**config.mk**
```make
export PLATFORM = sky130hd
export DESIGN_NAME = tone_synth
export DESIGN_NICKNAME = d
export VERILOG_FILES = /design/src/rtl/tone_synth.sv
export SDC_FILE = /design/constraint.sdc
export NUM_CORES = 1
export LEC_CHECK = 0
export CORE_AREA = 5 5 96 98
export DETAILED_ROUTE_END_ITERATION = 7
export DIE_AREA = 0 0 101 103
export PLACE_DENSITY_LB_ADDON = 0.12
export SKIP_LAST_GASP = 1
export SLEW_MARGIN = 20
export SYNTH_ARGS = -nofsm -noshare
export SYNTH_HDL_FRONTEND = slang
export SYNTH_SLANG_ARGS = --single-unit
```
**constraint.sdc**
```tcl
create_clock -name CK_i -period 4.4 [get_ports CK_i]
set_input_delay 0.88 -clock CK_i [delete_from_list [all_inputs] [get_ports CK_i]]
set_output_delay 0.88 -clock CK_i [all_outputs]
set_load 0.005 [all_outputs]
```
**src/rtl/tone_synth.sv**
```systemverilog
// tone_synth: handshake-driven square-wave note generator.
// A note (key, duration) is accepted over REQ/ACK and played for DUR prescaled
// ticks; the speaker is driven differentially from the accumulator MSB.
// Optional feature macro: TONE_SYNTH_GAP_EN adds a silent GAP state of
// C_GAP_TICKS ticks after every note.
//
// Handshake: REQ_i is a level held by the sequencer until it sees ACK_o. A
// note is taken at any edge where the block is IDLE and REQ_i is high; ACK_o
// is a registered one-cycle pulse in the following cycle. REQ_i is ignored
// while BUSY_o is high, so a request held across a note's end is taken at the
// edge that closes the DONE_o cycle.
module tone_synth #(
  parameter int C_PRESCALE  = 256,
  parameter int C_ACC_W     = 16,
  parameter int C_KEY_W     = 8,
  parameter int C_DUR_W     = 12,
  parameter int C_BASE      = 85,
  parameter int C_GAP_TICKS = 1
) (
  input  logic               CK_i,
  input  logic               ARST_i,
  input  logic               REQ_i,
  input  logic [C_KEY_W-1:0] KEY_i,
  input  logic [C_DUR_W-1:0] DUR_i,
  input  logic               STOP_i,
  output logic               ACK_o,
  output logic               BUSY_o,
  output logic               DONE_o,
  output logic               SOUND_o,
  output logic               XSOUND_o,
  output logic [C_ACC_W-1:0] SOUND_CTR_o,
  output logic [1:0]         DBG_STATE_o
);

  localparam int PRE_W = (C_PRESCALE > 2) ? $clog2(C_PRESCALE) : 1;
  localparam logic [PRE_W-1:0]   PRE_LAST = PRE_W'(C_PRESCALE - 1);
  localparam logic [C_ACC_W-1:0] BASE_W   = C_ACC_W'(C_BASE);

  // Reject configurations the arithmetic below cannot honour.
  if (C_PRESCALE < 2 || C_GAP_TICKS < 1 || C_ACC_W < C_KEY_W + 2) begin : g_bad_cfg
    $error("tone_synth: illegal parameter combination");
  end

`ifdef TONE_SYNTH_GAP_EN
  typedef enum logic [1:0] {ST_IDLE = 2'd0, ST_PLAY = 2'd1, ST_GAP = 2'd2} state_t;
`else
  typedef enum logic [1:0] {ST_IDLE = 2'd0, ST_PLAY = 2'd1} state_t;
`endif

  state_t               state_q, state_d;
  logic [PRE_W-1:0]     pre_q, pre_d;
  logic [C_DUR_W-1:0]   rem_q, rem_d;
  logic [C_ACC_W-1:0]   inc_q, inc_d;
  logic [C_ACC_W-1:0]   acc_q, acc_d;
  logic [C_KEY_W-1:0]   key_q, key_d;
  logic                 ack_q, ack_d;
  logic                 done_q, done_d;
  logic                 sound_q, sound_d;
  logic                 xsound_q, xsound_d;
  logic                 tick;
  logic                 leave_play;

  // Next-state and datapath: accept, tick counting, note end, abort.
  always_comb begin
    state_d    = state_q;
    pre_d      = pre_q;
    rem_d      = rem_q;
    inc_d      = inc_q;
    acc_d      = acc_q;
    key_d      = key_q;
    ack_d      = 1'b0;
    done_d     = 1'b0;
    leave_play = 1'b0;
    tick       = (pre_q == PRE_LAST);

    case (state_q)
      ST_IDLE: begin
        if (REQ_i) begin
          key_d   = KEY_i;
          inc_d   = BASE_W + C_ACC_W'(KEY_i);
          acc_d   = '0;
          pre_d   = '0;
          rem_d   = DUR_i;
          ack_d   = 1'b1;
          state_d = ST_PLAY;
        end
      end
      ST_PLAY: begin
        pre_d = tick ? '0 : pre_q + PRE_W'(1);
        if (STOP_i) begin
          // Abort wins over a coincident tick: the accumulator keeps its value.
          state_d = ST_IDLE;
          done_d  = 1'b1;
        end else if (rem_q == '0) begin
          // Zero-length note: leave without ever advancing the accumulator.
          leave_play = 1'b1;
        end else if (tick) begin
          acc_d = acc_q + inc_q;
          rem_d = rem_q - C_DUR_W'(1);
          if (rem_q == C_DUR_W'(1)) leave_play = 1'b1;
        end
      end
`ifdef TONE_SYNTH_GAP_EN
      ST_GAP: begin
        pre_d = tick ? '0 : pre_q + PRE_W'(1);
        if (STOP_i) begin
          state_d = ST_IDLE;
          done_d  = 1'b1;
        end else if (tick) begin
          rem_d = rem_q - C_DUR_W'(1);
          if (rem_q <= C_DUR_W'(1)) begin
            state_d = ST_IDLE;
            done_d  = 1'b1;
          end
        end
      end
`endif
      default: state_d = ST_IDLE;
    endcase

    if (leave_play) begin
`ifdef TONE_SYNTH_GAP_EN
      // The gap reuses the tick and remaining-count machinery from a clean start.
      state_d = ST_GAP;
      rem_d   = C_DUR_W'(C_GAP_TICKS);
      pre_d   = '0;
`else
      state_d = ST_IDLE;
      done_d  = 1'b1;
`endif
    end

    // Drive only while actually playing a non-rest key; otherwise no DC.
    sound_d  = 1'b0;
    xsound_d = 1'b0;
    if (state_q == ST_PLAY && key_q != '0) begin
      sound_d  = acc_q[C_ACC_W-1];
      xsound_d = ~acc_q[C_ACC_W-1];
    end
  end

  // State and output registers; reset aborts any note with no DONE pulse.
  always_ff @(posedge CK_i or posedge ARST_i) begin
    if (ARST_i) begin
      state_q  <= ST_IDLE;
      pre_q    <= '0;
      rem_q    <= '0;
      inc_q    <= '0;
      acc_q    <= '0;
      key_q    <= '0;
      ack_q    <= 1'b0;
      done_q   <= 1'b0;
      sound_q  <= 1'b0;
      xsound_q <= 1'b0;
    end else begin
      state_q  <= state_d;
      pre_q    <= pre_d;
      rem_q    <= rem_d;
      inc_q    <= inc_d;
      acc_q    <= acc_d;
      key_q    <= key_d;
      ack_q    <= ack_d;
      done_q   <= done_d;
      sound_q  <= sound_d;
      xsound_q <= xsound_d;
    end
  end

  assign ACK_o       = ack_q;
  assign BUSY_o      = (state_q != ST_IDLE);
  assign DONE_o      = done_q;
  assign SOUND_o     = sound_q;
  assign XSOUND_o    = xsound_q;
  assign SOUND_CTR_o = acc_q;
  assign DBG_STATE_o = state_q;

endmodule

```
==> results.json, run 1 <==
{
  "status": "finished, final reports clean",
  "globalplace.congestion": 0.871,
  "layout-drive-gt1-share_pct": 6.15,
  "ys_seq_area_share_pct": 45.0,
  "drt_iter0_markers": 97,
  "final_antenna_net_count": 0,
  "synth_top_family_by_area": "simple AND/OR/NAND/NOR gates",
  "critPathLaunch": "STOP_i",
  "ios": 47,
  "cts_resized": 0,
  "min_path_type": "reg2reg",
  "p_per_area_nw_per_um2": 380,
  "coreArea_um2": 8380,
  "cp-start-kind": "input port",
  "first_pass_iters": 4,
  "synthSimpleGateAreaFrac_pct": 21.0,
  "hp-start": "inc_q[8]",
  "relSlewSlack_pct": 45.2,
  "cts_root_buffer": "clkbuf_8",
  "vias_per_cell": 5.43,
  "die_x_um": 101,
  "synth_edf_count": 0,
  "synthMuxAreaShare_pct": 0,
  "grt-ovfl-total": 0,
  "clk_pin_slew_ns": 0.07,
  "grt_pass1_wl_mm": 12.9,
  "met1_usage_pct": 20.0,
  "numPortBuffers": 45,
  "start_util_pct": 38.5,
  "synthCells": 346,
  "numCtsBuffers": 9,
  "synth_compound_area_share_pct": 19.4,
  "diodes": 0,
  "pre_cts_ws_ns": 1.25,
  "setup_viol": 0,
  "yosys.area_share.adder_pct": 6.05,
  "synth.area.top_cells": "dfrtp_1 (45%), nand2_1 (6.2%), ha_1 (5.4%), o21ai_0 (5.3%), nand3_1 (3.3%)",
  "end_kind": "flop",
  "syn_avg_cell_area_um2": 9.32,
  "leakagePower_nw": 1.69,
  "met3_usage_pct": 5.01,
  "synthArstFlopShare_pct": 100,
  "gr-usage-all-layers_pct": 15.9,
  "yosys_warnings": 0,
  "postCtsSetupBuffers": 0,
  "max_freq_mhz": 358,
  "cts_tree": "yes",
  "cts_max_path_buffers": 2,
  "crit_fanout": 29,
  "area_growth_pct": 20.8,
  "drt-total-wl_mm": 7.65,
  "use_met2_pct": 25.8,
  "fin_area_um2": 3890,
  "rsz0062_at_grt": "false",
  "dieArea_um2": 10400,
  "route.detailed.drc": 0,
  "grt_busiest_layer": "met2",
  "synth-xor-area-share_pct": 3.80,
  "vias": 2705,
  "cp.arrival_ns": 3.01,
  "final_max_slew_viol_count": 0,
  "required_ns": 4.62,
  "syn-num-nets": 385,
  "ir_worst_vdd_v": 0.000223,
  "dpl.hpwl_mm": 5.35,
  "place_area_um2": 3740,
  "setup_tns_ns": 0,
  "wl_per_cell_um": 15.4,
  "grt_pass1_vias": 2673,
  "synth_area_um2": 3220,
  "fin_skew_ns": 0.0111,
  "synth_top_cell_by_area": "dfrtp_1",
  "maxCapViolCount": 0,
  "worst_slack_ns": 1.61,
  "period_minus_slack_ns": 2.79,
  "cts_sinks": 58,
  "die_y_um": 103,
  "antenna_found_initial": 0,
  "worstSkewPairLatency_ns": 0.34,
  "yosys_most_used_dff": "dfrtp_1",
  "num-fill-cells": 812,
  "worst_pin_slew_ns": 0.817,
  "ctsHoldBuffers": 0,
  "crit_type": "in2reg",
  "grt_max_degree": 47,
  "synth_top_cell_area_share_pct": 45.0,
  "reg2reg_slack_ns": 1.62,
  "nets": 427,
  "synthDistinctLibCells": 56,
  "final_hold_viol_count": 0,
  "reg2reg_from": "DBG_STATE_o[0]",
  "h-tree-depth": 3,
  "num_rows": 34,
  "ys_ff_latch": 58,
  "period_share_pct": 63.4
}
routing by layer:
layer	part of all wire, %	up-vias
met3	5.2	15
li1	-	1340
met4	2.1	0
met2	46	59
met5	0	-
met1	46	1291
final cells by class:
cell class / count / area, um^2 / share of cell area (%)
Inverter: 16 / 60.1 / 1.54
Sequential cell: 58 / 1450 / 37.3
Clock buffer: 13 / 159 / 4.08
Tap cell: 108 / 135 / 3.47
Multi-Input combinational cell: 256 / 1620 / 41.7
Timing Repair Buffer: 47 / 465 / 11.9
report_power, final:
group	switching (W)	total (W)	internal [W]
sequential	0.0000954	0.000720	0.000624
clock	0.000193	0.000420	0.000226
combinational	0.000187	0.000343	0.000156
total	0.000476	0.00148	0.00101
cell usage in the layout (no fill, tap or decap), drive strengths merged, types with 2 or more instances in the layout:
| master | instances |
|---|---|
| a211o | 2 |
| a21o | 3 |
| a21oi | 14 |
| a221o | 5 |
| a31o | 2 |
| a31oi | 10 |
| and3 | 6 |
| buf | 2 |
| clkbuf | 13 |
| clkdlybuf4s50 | 45 |
| dfrtp | 58 |
| ha | 14 |
| inv | 15 |
| nand2 | 53 |
| nand2b | 3 |
| nand3 | 21 |
| nand4 | 5 |
| nor2 | 15 |
| nor3 | 6 |
| nor4 | 6 |
| nor4b | 2 |
| o21a | 2 |
| o21ai | 34 |
| o21bai | 3 |
| o311a | 2 |
| o311ai | 2 |
| o31ai | 5 |
| o32ai | 2 |
| o41ai | 2 |
| or2 | 2 |
| or3 | 3 |
| or4 | 4 |
| xnor2 | 10 |
| xor2 | 4 |
critical path, cell delays in order:
cell and delay (ns):
clkdlybuf4s50_1 0.46, nor4_4 0.34, nand2_1 0.54, o311a_1 0.53, a221o_1 0.26
final timing paths:
path | cells past startpoint | end
min in group asynchronous | 2 | ACK_o
min | 2 | inc_q[8]
max reg2reg | 5 | rem_q[3]
min reg2reg | 2 | inc_q[8]
max in group asynchronous | 3 | pre_q[7]
max | 5 | rem_q[3]
cells in the mapped netlist, drive strengths merged (5+ instances only):
master and count:
nor3 6, nor4 6, o31ai 5, xnor2 10, dfrtp 58, clkbuf 9
a221o 5, o21ai 34, nor2 15, nand3 21, and3 6, inv 15
nand2 53, a21oi 14, a31oi 10, buf 7, ha 14, nand4 5
cells by family (layout without fill, tap and decap cells):
group / after synthesis / count (layout)
and+or+nand+nor: 131 / 131
AOI/OAI and AO/OA: 95 / 95
DFF: 58 / 58
buffers and inverters: 32 / 76
adders and majority gates: 15 / 15
xor gates and xnor gates: 14 / 14
other: 1 / 1
state kept, by name, summed over array words and instances (netlist names), 8 cells and up:
register     count
SOUND_CTR_o     16
rem_q           12
inc_q            9
key_q            8
pre_q            8
through the flow:
stage / power, W / hold WS, ns / util (%) / std cells
6_report: 0.00148 / 0.477 / 46.5 / 498
5_1_grt: 0.00159 / 0.506 / 46.5 / 498
4_1_cts: 0.00150 / 0.482 / 46.5 / 498
3_5_place_dp: 0.00107 / 0.468 / 44.6 / 485
3_3_place_gp: 0.00107 / 0.467 / 44.6 / 485
2_1_floorplan: 0.000956 / 0.443 / - / 346
(Power assumes the default switching activity.)
==> run 2: changes to the inputs <==
==> constraint.sdc (replaced) <==
create_clock -name CK_i -period 2.2 [get_ports CK_i]
set_input_delay 0.44 -clock CK_i [delete_from_list [all_inputs] [get_ports CK_i]]
set_output_delay 0.44 -clock CK_i [all_outputs]
set_load 0.005 [all_outputs]
==> results.json, run 2 (same netlist as run 1, synthesis figures left out) <==
{
  "die_y_um": 103,
  "grt_max_degree": 29,
  "dpl.hpwl_mm": 5.82,
  "required_ns": 2.40,
  "num_rows": 34,
  "cts_sinks": 58,
  "vias_per_cell": 5.32,
  "nets": 452,
  "leakagePower_nw": 1.86,
  "num-fill-cells": 783,
  "worst_slack_ns": 0.106,
  "critPathLaunch": "SOUND_CTR_o[0]",
  "final_max_slew_viol_count": 0,
  "cp.arrival_ns": 2.30,
  "final_common_cell": "dfrtp_1",
  "reg2reg_from": "SOUND_CTR_o[0]",
  "period_share_pct": 95.2,
  "start_util_pct": 38.5,
  "final_cell_mix": "dfrtp_1 (58), nand2_1 (52), clkdlybuf4s50_1 (45)",
  "max_freq_mhz": 478,
  "finalCoreUtilization_pct": 50.3,
  "p_per_area_nw_per_um2": 804,
  "p_total_w": 0.00339,
  "crit_fanout": 6,
  "crit_type": "reg2reg",
  "dieArea_um2": 10400,
  "status": "finished, final reports clean",
  "numPortBuffers": 45,
  "route.detailed.drc": 0,
  "antenna_found_initial": 0,
  "period_minus_slack_ns": 2.09,
  "final_hold_viol_count": 0,
  "worstSkewPairLatency_ns": 0.34,
  "grt_pass1_wl_mm": 13.6,
  "fin_skew_ns": 0.0106,
  "h-tree-depth": 3,
  "layout-drive-gt1-share_pct": 14.8,
  "crit_buf_inv": 1,
  "gr-usage-all-layers_pct": 16.7,
  "largest_reg_flops": 16,
  "cts_max_path_buffers": 2,
  "globalplace.congestion": 0.828,
  "crit_path_max_incr_delay_ns": 0.37,
  "clk_pin_slew_ns": 0.07,
  "vias": 2799,
  "cts_tree": "yes",
  "grt-ovfl-total": 0,
  "fin_area_um2": 4210,
  "pre_cts_ws_ns": -0.0273,
  "area_growth_pct": 30.7,
  "drt-total-wl_mm": 8.26,
  "rsz0062_at_grt": "true",
  "cts_root_buffer": "clkbuf_8",
  "critPathSlowestCell": "fa_2",
  "end_kind": "flop",
  "crit_family": "compound AO/OA/AOI/OAI gates",
  "final_antenna_net_count": 0,
  "timing.critical_path.cells": "ha_1 > inv_1 > fa_2 > nor2b_2 > o2111ai_2 > a31o_4 > o311ai_0 > o41ai_1",
  "place_area_um2": 3930,
  "drt_iter0_markers": 87,
  "min_path_type": "in2async",
  "wl_per_cell_um": 15.7,
  "grt_pass1_vias": 2819,
  "numCtsBuffers": 9,
  "diodes": 0,
  "ios": 47,
  "cp-start-kind": "flop",
  "coreArea_um2": 8380,
  "die_x_um": 101,
  "first_pass_iters": 4,
  "ir_worst_vdd_v": 0.000374,
  "maxCapViolCount": 0,
  "setup_viol": 0
}
## run 2: timing repair
item,CTS,global route
hold buffers,0,0
resized for setup,0,11
setup buffers,0,1
endpoints found under the setup margin,0,21
## run 2: path summary, 6_finish.rpt
kind | endpoint | slack [ns] | cells after the start
max in group asynchronous | inc_q[6] | 1.22 | 3
setup / recovery | SOUND_CTR_o[14] | 0.11 | 8
hold / removal | SOUND_CTR_o[13] | 0.43 | 2
min in group CK_i | key_q[1] | 0.48 | 2
setup reg to reg | SOUND_CTR_o[14] | 0.11 | 8
hold reg to reg | key_q[1] | 0.48 | 2
## run 2: layout make-up
cell class	instances	area [um^2]	area share, %
clock buffer	12	165	3.92
tap	108	135	3.21
multi-input combinational	256	1660	39.5
timing repair buffer	72	666	15.8
inverter	16	60.1	1.43
sequential	58	1450	34.4
clock inverter	4	72.6	1.72
## run 2: metal layers
metal | routed length (um) | part of all wire (%) | vias to the layer above | global-route usage (%)
met2 | 3910 | 47 | 65 | 28.0
met5 | 0 | 0 | - | 0
li1 | - | - | 1391 | -
met3 | 382 | 4.6 | 20 | 3.99
met1 | 3720 | 45 | 1323 | 20.8
met4 | 251 | 3.0 | 0 | 7.06
## run 2: through the flow
stage / setup TNS (ns) / hold slack (ns) / std cells
floorplan: 0 / 0.443 / 346
global placement: -0.00924 / 0.463 / 509
detailed placement: -0.134 / 0.464 / 509
CTS: 0 / 0.426 / 525
global route: -0.0775 / 0.445 / 526
finish: 0 / 0.434 / 526
## run 2: power breakdown
part	switching [W]	internal (W)	leakage, nW
Sequential	0.000169	0.00125	0.751
Clock	0.000431	0.000729	0.119
Combinational	0.000435	0.000377	0.987
Total	0.00104	0.00235	1.86
==> RTL edit, RTL diff (flow settings as in run 2) <==
Register the output `DBG_STATE_o` once more, without a reset; this adds one clock of latency there. The other outputs are not delayed to match.
--- a/src/rtl/tone_synth.sv
+++ b/src/rtl/tone_synth.sv
@@ -172,7 +172,9 @@
   assign SOUND_o     = sound_q;
   assign XSOUND_o    = xsound_q;
   assign SOUND_CTR_o = acc_q;
-  assign DBG_STATE_o = state_q;
+  always_ff @(posedge CK_i) begin
+    DBG_STATE_o <= state_q;
+  end
 
 endmodule
 
Behaviour: not the same (a bounded check fails within 4 cycles, from zero or initial values and one cycle with ARST_i high).
==> RTL edit against run 2 <==
Wire length is 4.5% lower. Largest power group unchanged. Design area is 2.2% lower. Setup slack better by 0.048 ns. Critical endpoint is now rem_q[5]. Fmax is 2.3% higher. Area after synthesis is 0.39% higher. Sequential share of layout area is 1.3 points higher. Power is 8.1% lower. Sequential cell count is 1 higher. Count of clock-buffer cells in the layout is 1 higher. Die area stayed put. Via count is 1.4% lower.
==> RTL edit: results (changes against run 2) <==
Outcome - complete, no violations (unchanged)
Vias in the first global route - 2642 (was 2819)
PnR worst setup slack - 0.1543 ns (was 0.1064 ns)
DR vias - 2759 (was 2799)
Routability cong. - 0.7837 (was 0.8279)
Synth area leaders - dfrtp_1 45%, nand2_1 6.1%, ha_1 5.4% (was dfrtp_1 45%, nand2_1 6.2%, ha_1 5.4%)
CP endpoint - rem_q[5] (was SOUND_CTR_o[14])
Max FO, Critical Path - 17 (was 6)
Power Internal - 2.116 mW (was 2.353 mW)
Layout cells sized above 1 - 0.1241 (was 0.1483)
Nets - 446 (was 452)
Async SR Flop Fraction - 0.9831 (was 1.000)
Worst EP arrival - 2.25 ns (was 2.30 ns)
Leading cell types by count after synthesis - 58 x dfrtp_1, 53 x nand2_1, 34 x o21ai_0 (unchanged)
WL final - 7887 µm (was 8261 µm)
Pin count of the biggest net entering global routing - 45 (was 29)
CTS root buf - clkbuf_8 (unchanged)
Register area share after synthesis - 0.4546 (was 0.4501)
Post-DP HPWL - 5619 µm (was 5823 µm)
Worst IR Drop VDD - 332.6 µV (was 374.3 µV)
Cell Count Post-Placement - 503 (was 509)
Worst-case reg-to-reg path depth - 8 (unchanged)
H-tree Lvls - 3 (unchanged)
Fillers - 803 (was 783)
Worst Skew - 0.008096 ns (was 0.01063 ns)
Hold Fails Final Rpt - 0 (unchanged)
Reg-to-Reg Start - pre_q[1] (was SOUND_CTR_o[0])
R2r endpoint - rem_q[5] (was SOUND_CTR_o[14])
LEAKAGE - 1.805 nW (was 1.856 nW)
Initial antenna violation count - 0 (unchanged)
First-pass GRT wire length - 13080 µm (was 13650 µm)
Synth cell types - 58 (was 56)
DR iter-0 viols - 133 (was 87)
GRT Overall Usage - 0.1601 (was 0.1673)
Via density - 5.316 (was 5.321)
CTS max path bufs - 2 (unchanged)
Pre-CTS WS - 0.004299 ns (was -0.02728 ns)
==> RTL edit: per-stage QoR <==
stage	hold WS (ns)	power, mW	instance area, µm²
floorplan	0.4428	1.931	3237
finish	0.3877	3.113	4120
detailed placement	0.4674	2.208	3909
global placement	0.4634	2.200	3909
CTS	0.3972	3.128	4088
global route	0.4181	3.331	4120
==> RTL edit: kinds of logic after synthesis <==
kind of cell / Yosys count / share of synthesized area
fa+ha+maj: 15 / 0.06030
simple gates: 131 / 0.2091
flops: 59 / 0.4546
xor+xnor: 14 / 0.03788
buf+inv: 31 / 0.04368
other cells: 1 / 0.001159
compound gates: 95 / 0.1933
==> RTL edit: cell type report <==
| class | instances | area, µm² | share of cell area |
|---|---|---|---|
| Clock inverter | 2 | 10.01 | 0.002429 |
| Clock buffer | 13 | 168.9 | 0.04100 |
| Timing Repair Buffer | 65 | 625.6 | 0.1518 |
| Tap cell | 108 | 135.1 | 0.03280 |
| Sequential cell | 59 | 1471 | 0.3571 |
| Multi-Input combinational cell | 256 | 1649 | 0.4002 |
| Inverter | 16 | 60.06 | 0.01458 |
==> RTL edit: worst min path at each step <==
stage          slack, ns  cells past startpoint  endpoint  startpoint
6_report            0.39                      2     ACK_o      ARST_i
5_1_grt             0.42                      2     ACK_o      ARST_i
4_1_cts             0.40                      2  key_q[0]      ARST_i
3_5_place_dp        0.47                      2  key_q[6]    key_q[6]
3_3_place_gp        0.46                      2  key_q[1]    key_q[1]
2_1_floorplan       0.44                      2  inc_q[8]    inc_q[8]
==> RTL edit: what timing repair did <==
action | 4_1_cts | 5_1_grt
hold buffers | 0 | 0
setup buffers | 0 | 1
resized for setup | 0 | 8
setup endpoints to repair | 0 | 10
hold endpoints to repair | 0 | 0
==> RTL edit: power by group through the flow <==
stage	clock network, mW	logic [mW]	registers, mW
finish	0.910	0.765	1.44
global route	0.990	0.869	1.47
CTS	0.932	0.759	1.44
detailed placement	0	0.753	1.46
global placement	0	0.745	1.45
floorplan	0	0.516	1.41
==> RTL edit: metal layers <==
layer | wire (µm) | global-route usage | up-vias
met5 | 0 | 0 | -
met1 | 3747 | 0.2152 | 1307
li1 | - | - | 1382
met2 | 3633 | 0.2496 | 54
met3 | 313 | 0.03518 | 16
met4 | 193 | 0.06851 | 0
==> RTL edit: worst max-delay path: stages, from the launching register on <==
cell and delay, ns:
dfrtp_1 0.40, ha_2 0.24, nand4_2 0.17, nor4_4 0.26, buf_4 0.16, and2_1 0.16
buf_12 0.16, a31oi_1 0.09, a221o_1 0.28
